## config.mk

```make
export PLATFORM = sky130hd
export DESIGN_NAME = fifo_uart_tx
export DESIGN_NICKNAME = d
export VERILOG_FILES = /design/src/rtl/fifo_uart_tx.sv
export SDC_FILE = /design/constraint.sdc
export NUM_CORES = 1
export LEC_CHECK = 0
export BUFFER_PORTS_ARGS = -buffer_cell sky130_fd_sc_hd__buf_4
export CORE_MARGIN = 5
export CORE_UTILIZATION = 53
export CTS_CLUSTER_DIAMETER = 120
export DETAILED_ROUTE_END_ITERATION = 6
export PLACE_DENSITY_LB_ADDON = 0.25
export SLEW_MARGIN = 10
export SYNTH_ARGS = -nofsm -noshare
export SYNTH_HDL_FRONTEND = slang
export SYNTH_SLANG_ARGS = --single-unit
```

## constraint.sdc

```tcl
create_clock -name clk -period 2.4 [get_ports clk]
set_input_delay 0.12 -clock clk [delete_from_list [all_inputs] [get_ports clk]]
set_output_delay 0.12 -clock clk [all_outputs]
set_load 0.005 [all_outputs]
```

## src/rtl/fifo_uart_tx.sv

```systemverilog
// fifo_uart_tx: pops one byte per frame from a synchronous FIFO read port and
// serialises it as an 8N1 UART frame (start, LSB-first data, stop) on tx.
module fifo_uart_tx #(
   parameter int CLK_FREQ_HZ = 100000000,
   parameter int BAUD        = 115200,
   parameter int DATA_BITS   = 8
) (
   input  logic                 clk,
   input  logic                 rst,
   input  logic                 tx_en,
   input  logic                 fifo_empty,
   output logic                 fifo_rd_en,
   input  logic [DATA_BITS-1:0] fifo_dout,
   output logic                 tx,
   output logic                 busy
);

   localparam int CLKS_PER_BIT = CLK_FREQ_HZ / BAUD;
   localparam int CW = (CLKS_PER_BIT > 1) ? $clog2(CLKS_PER_BIT) : 1;
   localparam int BW = (DATA_BITS > 1) ? $clog2(DATA_BITS) : 1;
   localparam logic [CW-1:0] BAUD_LAST = CW'(CLKS_PER_BIT - 1);
   localparam logic [BW-1:0] BIT_LAST  = BW'(DATA_BITS - 1);

   generate
      if (CLKS_PER_BIT < 2) begin : g_bad_baud
         $error("fifo_uart_tx: CLK_FREQ_HZ / BAUD must be at least 2");
      end
      if (DATA_BITS < 2) begin : g_bad_width
         $error("fifo_uart_tx: DATA_BITS must be at least 2");
      end
   endgenerate

   typedef enum logic [2:0] {
      IDLE,
      LOAD,
      START,
      DATA,
      STOP
   } state_t;

   state_t               state_reg;
   logic [CW-1:0]        baud_cnt_reg;
   logic [BW-1:0]        bit_idx_reg;
   logic [DATA_BITS-1:0] shift_reg;
   logic                 tx_reg;
   logic                 busy_reg;
   logic                 baud_done;

   // Pops only from IDLE, so each frame consumes exactly one FIFO entry.
   assign fifo_rd_en = (state_reg == IDLE) && tx_en && !fifo_empty && !rst;
   assign baud_done  = (baud_cnt_reg == BAUD_LAST);
   assign tx         = tx_reg;
   assign busy       = busy_reg;

   // tx is driven from the next state so it changes on the same edge as the state.
   always_ff @(posedge clk) begin
      if (rst) begin
         state_reg    <= IDLE;
         baud_cnt_reg <= '0;
         bit_idx_reg  <= '0;
         shift_reg    <= '0;
         tx_reg       <= 1'b1;
         busy_reg     <= 1'b0;
      end else begin
         case (state_reg)
            IDLE: begin
               tx_reg       <= 1'b1;
               busy_reg     <= 1'b0;
               baud_cnt_reg <= '0;
               if (fifo_rd_en) begin
                  state_reg <= LOAD;
                  busy_reg  <= 1'b1;
               end
            end
            LOAD: begin
               shift_reg    <= fifo_dout;
               baud_cnt_reg <= '0;
               bit_idx_reg  <= '0;
               tx_reg       <= 1'b0;
               state_reg    <= START;
            end
            START: begin
               if (baud_done) begin
                  baud_cnt_reg <= '0;
                  bit_idx_reg  <= '0;
                  tx_reg       <= shift_reg[0];
                  state_reg    <= DATA;
               end else begin
                  baud_cnt_reg <= baud_cnt_reg + CW'(1);
               end
            end
            DATA: begin
               if (baud_done) begin
                  baud_cnt_reg <= '0;
                  if (bit_idx_reg == BIT_LAST) begin
                     tx_reg    <= 1'b1;
                     state_reg <= STOP;
                  end else begin
                     shift_reg   <= shift_reg >> 1;
                     tx_reg      <= shift_reg[1];
                     bit_idx_reg <= bit_idx_reg + BW'(1);
                  end
               end else begin
                  baud_cnt_reg <= baud_cnt_reg + CW'(1);
               end
            end
            STOP: begin
               if (baud_done) begin
                  baud_cnt_reg <= '0;
                  busy_reg     <= 1'b0;
                  tx_reg       <= 1'b1;
                  state_reg    <= IDLE;
               end else begin
                  baud_cnt_reg <= baud_cnt_reg + CW'(1);
               end
            end
            default: begin
               tx_reg    <= 1'b1;
               busy_reg  <= 1'b0;
               state_reg <= IDLE;
            end
         endcase
      end
   end

endmodule

```

==> flow_summary.yaml, run 1 <==
sta:
  slew_viol_final: 0
  fmax_mhz: 494
  fin_crit_ns: 2.02
  slew_headroom_pct: 55.4
  clock_skew_ns: 0.00511
  layout_setup_ws_ns: 0.377
  setup_tns_ns: 0
  finalCritPeriodShare_pct: 84.3
  rsz0062_at_grt: "false"
  worst_pin_slew_ns: 0.665
  finalSetupViolCount: 0
  hold_viol: 0
logic_synthesis:
  synth-main-ff-cell: "dfxtp_1"
  synthArstFlopShare_pct: 0
  synth_common_cells: "dfxtp_1 (26), a21oi_1 (10)"
  synthDominantCellAreaShare_pct: 36.9
  syn_inst: 157
  synth_seq_cells: 26
  synth-edff-count: 0
  synth_area_leaders: "dfxtp_1 (37%), mux2i_1 (5.0%), a211oi_1 (4.3%)"
  synth.most_common_cell: "dfxtp_1"
  synth_area_leader_cell: "dfxtp_1"
  synth.cell_area_um2: 1410
  yosysSeqAreaShare_pct: 36.9
  yosys_warnings: 0
  syn_nets: 172
  synth_cell_types: 45
  synth.avg_cell_area_um2: 8.97
drt:
  routedWlPerCell_um: 15.3
  ant_nets: 0
  routed_wl_um: 3000
  drt_iter0_drc: 27
  viasPerCell: 6.35
  vias: 1245
  first_pass_iters: 4
  post-route-drc-count: 0
critical_path:
  startpoint_type: "register"
  ff2ff_setup_slack_ns: 0.38
  path_class: "register to register"
  r2r_cells: 5
  critPathMaxFanout: 8
  crit_chain: "ha_1 > nand4b_1 > o41ai_4 > and2_1 > a211oi_1"
  cp.arrival_ns: 2.24
  critPathCaptureType: "register"
  critical-path-max-stage-delay_ns: 0.54
  crit_required_ns: 2.62
  crit_start: "baud_cnt_reg[0]"
  r2r-start: "baud_cnt_reg[0]"
  timing.rr.end: "shift_reg[3]"
  cp_slowest_cell: "o41ai_4"
global_routing:
  grt_pass1_vias: 1155
  antenna_found_initial: 0
  grt_pass1_wl_um: 5370
  gr-total-overflow: 0
  track_usage_pct: 18.7
  grt_max_degree: 18
place:
  placed_cell_area_um2: 1520
  hpwl_um: 2180
  io_buffers: 14
  gp_congestion: 0.824
  pre_cts_ws_ns: 0.414
clock_network:
  clock_path_buffers: 2
  clk_latency_ns: 0.32
  cts_resized: 0
  cts.clk_slew.worst_paths_ns: 0.14
  root_buffer: "clkbuf_4"
  cts.sinks: 26
  htreeDepth: 1
  ctsHoldBuffers: 0
  cts_tree: "built"
  cts_buffers: 3
  postCtsSetupRepairBufs: 0
hold_path:
  min_from: "rst"
  hold_depth: 2
  worstHoldEndpoint: "shift_reg[0]"
  min_path_type: "primary input to register"
pwr:
  vdd_drop_max_mv: 0.770
  pwr_density_cell_nw_per_um2: 709
  p_leak_nw: 0.598
cells_and_area:
  antenna_cells: 0
  largest_reg_flops: 10
  syn_to_final_growth_pct: 11.5
  nFillCells: 216
  finalNetCount: 182
  final_area_um2: 1570
  drive_gt1_share_pct: 15.7
floorplanning:
  row_count: 18
  die-height_um: 61.6
  start_util_pct: 56.4
  ios: 15
  dieArea_um2: 3790
  die_x_um: 61.6
  core_area_um2: 2500
outcome:
  outcome: "complete, no violations"
flow_run:
  cap_violations: 0
[worst max-delay path, delay by kind of cell (launching register included)]
family	cells	cell delay, ns
simple gates	2	0.61
fa+ha+maj	1	0.23
compound gates	2	0.66
flops	1	0.41
[how the worst max path moves through the flow]
stage / end / slack [ns] / cells after the start
after floorplan: baud_cnt_reg[9] / 0.63 / 6
after global placement: shift_reg[2] / 0.50 / 5
after detailed placement: shift_reg[3] / 0.41 / 5
after CTS: shift_reg[3] / 0.41 / 5
after global routing: shift_reg[3] / 0.21 / 5
final: shift_reg[3] / 0.38 / 5
[per-stage QoR]
stage	util (%)	total power, mW	cells	hold slack (ns)
after detailed placement	60.8	0.821	192	0.429
after global placement	60.8	0.816	192	0.417
after floorplan	-	0.753	157	0.303
after global routing	62.9	1.18	196	0.0595
final	62.9	1.11	196	0.0782
after CTS	62.9	1.12	196	0.0592
[cell families (layout without fill, tap and decap cells)]
family	Yosys count	count (layout)	share of synthesized area (%)
flip-flops	26	26	36.9
multiplexers	8	8	5.77
adder cells (fa/ha/maj)	3	3	2.66
buffers and inverters	13	22	3.91
XOR/XNOR	3	3	1.87
AO/OA/AOI/OAI	49	49	26.5
AND/OR/NAND/NOR	55	55	22.4
[where the power goes]
group          switching (mW)  internal (mW)
Sequential             0.0483          0.479
Combinational           0.161          0.127
Clock                   0.130          0.169
Total                   0.339          0.775
[metal layers]
| layer | GRT usage (%) | part of all wire [%] | vias to the layer above |
|---|---|---|---|
| met5 | 0 | 0 | - |
| met4 | 6.06 | 1.3 | 0 |
| met3 | 5.45 | 3.8 | 6 |
| met2 | 29.0 | 48 | 26 |
| met1 | 24.9 | 47 | 585 |
| li1 | - | - | 628 |
[cells in the final DEF (no fill, tap or decap), types with 3 or more instances in the layout]
cell / n
mux2i_1: 7
nor3b_1: 3
o21ai_0: 4
dfxtp_1: 26
a22o_1: 6
nor2_1: 8
a211oi_1: 8
o31ai_1: 4
nand3_1: 8
xnor2_1: 3
and3_1: 4
ha_1: 3
nand4_1: 3
nor2b_1: 4
buf_4: 16
nand2_1: 8
clkbuf_4: 3
a21oi_1: 10
nor3_1: 3
[cell type report]
cell class	instances	area, um^2	area share [%]
Inverter	2	7.51	0.478
Tap cell	30	37.5	2.39
Timing Repair Buffer	16	120	7.64
Sequential cell	26	520	33.1
Clock buffer	3	22.5	1.43
Multi-Input combinational cell	118	833	53.0
Clock inverter	1	30.0	1.91
No activity file was read; power rests on OpenSTA's default activity.
==> run 2, diff against run 1 <==
Settings changed: CORE_UTILIZATION 53 to 51.
Clock period 2.4 ns to 1.7 ns, I/O delays scaled along.
==> run 2 against run 1 <==
  * Utilization up 3.7 points
  * Critical endpoint is now baud_cnt_reg[9]
  * Final cell count up 11%
  * Worst hold slack worse by 0.027 ns
  * Clock-buffer cell count up 1
  * Flip-flop and latch count unchanged
  * Design area up 15%
==> flow_summary.yaml, run 2 (synthesized netlist as in run 1, its figures left out) <==
outcome:
  outcome: "complete, no violations"
place:
  hpwl_um: 2360
  gp_congestion: 0.957
  pre_cts_ws_ns: -0.0445
  io_buffers: 14
cells_and_area:
  drive_gt1_share_pct: 33.7
  layout_common_cells: "buf_4 (36), dfxtp_1 (21), a21oi_1 (9)"
  largest_reg_flops: 10
  nFillCells: 229
  syn_to_final_growth_pct: 28.0
  final_util_pct: 66.5
  antenna_cells: 0
  layout_commonest_cell: "buf_4"
  finalNetCount: 203
floorplanning:
  die-height_um: 62.6
  die_x_um: 62.6
  dieArea_um2: 3910
  row_count: 19
  start_util_pct: 52.0
  ios: 15
  core_area_um2: 2710
clock_network:
  cts.sinks: 26
  htreeDepth: 1
  clock_path_buffers: 2
  root_buffer: "clkbuf_4"
  cts.clk_slew.worst_paths_ns: 0.14
  clk_latency_ns: 0.32
  ctsHoldBuffers: 0
  cts_tree: "built"
  cts_buffers: 3
global_routing:
  antenna_found_initial: 0
  track_usage_pct: 16.2
  gr-max-usage-layer: "met2"
  gr-total-overflow: 0
  grt_max_degree: 20
  grt_pass1_wl_um: 5410
  gr-usage-met3_pct: 2.70
  met2_usage_pct: 29.7
  grt_pass1_vias: 1259
  met1_usage_pct: 19.3
pwr:
  vdd_drop_max_mv: 0.727
  power_frac_clock_pct: 20.6
  sequentialPowerShare_pct: 47.1
  combinationalPowerShare_pct: 32.3
  intPower_mw: 1.04
  p_leak_nw: 0.714
  power.share.switching_pct: 32.3
  power.net_switching_uw: 497
  pwr_density_cell_nw_per_um2: 854
drt:
  routed_wl_um: 3170
  ant_nets: 0
  viasPerCell: 6.03
  routedWlPerCell_um: 14.6
  vias: 1315
  post-route-drc-count: 0
  first_pass_iters: 4
  drt_iter0_drc: 78
sta:
  hold_viol: 0
  layout_setup_ws_ns: 0.0299
  slew_viol_final: 0
  clock_skew_ns: 0.00420
  fin_crit_ns: 1.67
  finalCritPeriodShare_pct: 98.2
  slew_headroom_pct: 74.0
  rsz0062_at_grt: "true"
  worst_pin_slew_ns: 0.390
  fmax_mhz: 599
  finalSetupViolCount: 0
critical_path:
  ff2ff_setup_slack_ns: 0.03
  startpoint_type: "register"
  critPathMaxFanout: 6
  cp.arrival_ns: 1.90
  path_class: "register to register"
  critPathCaptureType: "register"
  crit_required_ns: 1.93
flow_run:
  cap_violations: 0
hold_path:
  min_path_type: "primary input to register"
## run 2: changes by cell type in the layout (fill, tap and decap cells not counted), sizes merged
| cell | delta |
|---|---|
| buf | +21 |
| bufinv | -1 |
| clkbuf | +1 |
## run 2: critical path, cell delays in order, from the launching register on
cell and delay [ns]:
dfxtp_2 0.38, ha_4 0.14, nand4b_1 0.13, buf_6 0.17, or3_4 0.37, a41o_1 0.22, a21o_1 0.17
## run 2: worst paths after layout
check / from / endpoint / depth (start not counted)
min: fifo_dout[7] / shift_reg[7] / 3
max: baud_cnt_reg[0] / baud_cnt_reg[9] / 6
max reg2reg: baud_cnt_reg[0] / baud_cnt_reg[9] / 6
min reg2reg: shift_reg[7] / shift_reg[7] / 2
## run 2: metrics by stage
step	cells	instance area, um^2	setup TNS, ns	hold slack (ns)	power, mW
global placement	212	1670	-0.0140	0.383	1.21
finish	218	1800	0	0.0516	1.54
global route	218	1800	-0.468	0.0356	1.65
detailed placement	212	1670	-0.0736	0.391	1.22
floorplan	157	1420	-0.0551	0.268	1.07
CTS	216	1740	0	0.0319	1.54
## run 2: power by group through the flow
stage | sequential, mW | clock, mW | combinational (mW)
after floorplan | 0.720 | 0 | 0.352
after global placement | 0.733 | 0 | 0.477
after detailed placement | 0.735 | 0 | 0.487
after CTS | 0.722 | 0.327 | 0.496
after global routing | 0.735 | 0.356 | 0.559
final | 0.725 | 0.317 | 0.498
## run 2: area by class of cell
cell class | count | area (um^2) | area share, %
clock buffer | 4 | 36.3 | 2.01
tap | 31 | 38.8 | 2.15
sequential | 26 | 527 | 29.2
inverter | 2 | 7.51 | 0.416
timing repair buffer | 37 | 282 | 15.6
multi-input combinational | 118 | 912 | 50.6
## run 2: metal layers
| metal | share of wire, % | routed length, um |
|---|---|---|
| met3 | 3.1 | 97 |
| met2 | 52 | 1640 |
| met4 | 0.44 | 14 |
| met5 | 0 | 0 |
| met1 | 45 | 1420 |
## run 2: repair_timing
item                                    in CTS  in global routing
buffers inserted                             0                  2
pin swaps                                    3                  7
endpoints found under the setup margin       8                 18
resized for setup                            7                 10
==> run 3, diff against run 2 <==
Settings changed: ABC_AREA set to 1.
==> run 3 against run 2 <==
  * Design area down 14%
  * Utilization down 8.5 points
  * Sequential share of layout area up 4.2 points
  * Area after synthesis down 1.2%
  * Wire length down 9.2%
  * Combinational power up 63%
  * Synthesized cell count up 36%
  * Worst hold slack worse by 0.0072 ns
  * Largest power group is now combinational cells
==> flow_summary.yaml, run 3 <==
floorplanning:
  die-height_um: 62.3
  start_util_pct: 51.8
  ios: 15
  row_count: 19
  die_x_um: 62.3
  core_area_um2: 2690
  dieArea_um2: 3880
global_routing:
  grt_pass1_wl_um: 5290
  antenna_found_initial: 0
  gr-total-overflow: 0
  grt_pass1_vias: 1239
  grt_max_degree: 20
  track_usage_pct: 16.1
sta:
  clock_skew_ns: 0.00545
  holdWs_ns: 0.0444
  fmax_mhz: 663
  slew_headroom_pct: 74.5
  slew_viol_final: 0
  rsz0062_at_grt: "false"
  finalCritPeriodShare_pct: 88.8
  layout_setup_ws_ns: 0.191
  finalSetupViolCount: 0
  fin_crit_ns: 1.51
  setup_tns_ns: 0
  worst_pin_slew_ns: 0.382
  hold_viol: 0
drt:
  post-route-drc-count: 0
  drt_iter0_drc: 69
  routedWlPerCell_um: 11.1
  routed_wl_um: 2880
  first_pass_iters: 4
  vias: 1289
  viasPerCell: 4.98
  ant_nets: 0
logic_synthesis:
  syn_inst: 213
  synth_seq_cells: 26
  synth-edff-count: 0
  yosysSeqAreaShare_pct: 37.4
  synth_cell_types: 22
  synth_area_leaders: "dfxtp_1 (37%), nand2_1 (19%), a21oi_1 (9.0%)"
  synth.avg_cell_area_um2: 6.54
  synthDominantCellAreaShare_pct: 37.4
  synth-main-ff-cell: "dfxtp_1"
  synthArstFlopShare_pct: 0
  synth_common_cells: "nand2_1 (72), dfxtp_1 (26), a21oi_1 (25), inv_1 (20), nand3_1 (20)"
  synth.most_common_cell: "nand2_1"
  syn_nets: 228
  yosys_warnings: 0
  synth.cell_area_um2: 1390
  synth_area_leader_cell: "dfxtp_1"
cells_and_area:
  drive_gt1_share_pct: 12.7
  layout_commonest_cell: "nand2_1"
  antenna_cells: 0
  finalNetCount: 245
  largest_reg_flops: 10
  syn_to_final_growth_pct: 11.9
  layout_common_cells: "nand2_1 (72), dfxtp_1 (26), a21oi_1 (25), inv_1 (20), nand3_1 (19)"
place:
  hpwl_um: 2220
  pre_cts_ws_ns: 0.170
  gp_congestion: 0.901
  io_buffers: 14
critical_path:
  ff2ff_setup_slack_ns: 0.19
  timing.rr.end: "baud_cnt_reg[8]"
  r2r-start: "baud_cnt_reg[1]"
  cp.arrival_ns: 1.76
  cp_slowest_cell: "dfxtp_1"
  startpoint_type: "register"
  critPathTopFamily: "simple AND/OR/NAND/NOR gates"
  critPathMaxFanout: 4
  critical-path-max-stage-delay_ns: 0.41
  cp.depth: 6
  crit_chain: "ha_1 > nand3_1 > nor2_1 > nand4_1 > or2_2 > a21oi_1"
  r2r_cells: 6
  critPathCaptureType: "register"
  crit_required_ns: 1.95
  critPathBufInv: 0
  path_class: "register to register"
flow_run:
  cap_violations: 0
clock_network:
  cts_tree: "built"
  htreeDepth: 1
  root_buffer: "clkbuf_4"
  cts.sinks: 26
  clock_path_buffers: 2
  ctsHoldBuffers: 0
  cts.clk_slew.worst_paths_ns: 0.13
  cts_buffers: 3
  clk_latency_ns: 0.31
outcome:
  outcome: "complete, no violations"
hold_path:
  hold_depth: 3
  worstHoldEndpoint: "shift_reg[7]"
  min_path_type: "primary input to register"
  min_from: "fifo_dout[7]"
pwr:
  p_leak_nw: 0.667
  vdd_drop_max_mv: 0.796
  pwr_density_cell_nw_per_um2: 1200
## run 3: repair_timing
item / CTS / global route
gates resized for setup: 0 / 2
setup buffers: 0 / 0
setup endpoints to repair: 0 / 5
## run 3: tightest hold or removal path, delay by kind of cell
kind	cells	cell delay [ns]
compound gates	1	0.06
simple gates	1	0.07
buf+inv	1	0.11
## run 3: cells by family after synthesis
logic type	synth area share (%)
AO/OA/AOI/OAI	13.6
XOR/XNOR	1.26
adder cells (fa/ha/maj)	2.70
buffers and inverters	7.91
flip-flops	37.4
AND/OR/NAND/NOR	37.2
## run 3: worst max path at each step
stage,startpoint,end,slack (ns)
after CTS,baud_cnt_reg[1],tx,0.15
after floorplan,baud_cnt_reg[0],baud_cnt_reg[1],0.32
after detailed placement,baud_cnt_reg[0],tx,0.17
final,baud_cnt_reg[1],baud_cnt_reg[8],0.19
after global placement,baud_cnt_reg[0],tx,0.20
after global routing,baud_cnt_reg[0],baud_cnt_reg[8],0.005
## run 3: final cells by class
cell class	count	area, um^2
Clock buffer	3	22.5
Inverter	22	82.6
Timing Repair Buffer	16	120
Sequential cell	26	520
Tap cell	31	38.8
Fill cell	269	1130
Multi-Input combinational cell	161	774
## run 3: routing by layer
layer / share of wire, % / vias up / track usage (%)
met1: 49 / 545 / 20.5
met4: 1.3 / 0 / 4.77
met5: 0 / - / 0
li1: - / 721 / -
met3: 2.9 / 4 / 2.70
met2: 47 / 19 / 27.6
## run 3: report_power, final
part	internal [mW]	total (mW)	switching, mW
combinational	0.300	0.811	0.511
clock	0.0826	0.249	0.166
sequential	0.718	0.805	0.0868
total	1.10	1.86	0.765
## run 3: through the flow
step	cell area (um^2)	total power, mW	cells	utilization [%]
6_report	1560	1.86	259	58.0
5_1_grt	1560	2.07	259	58.0
4_1_cts	1550	1.87	259	57.6
3_5_place_dp	1520	1.62	256	56.7
3_3_place_gp	1520	1.61	256	56.7
2_1_floorplan	1390	1.44	213	-
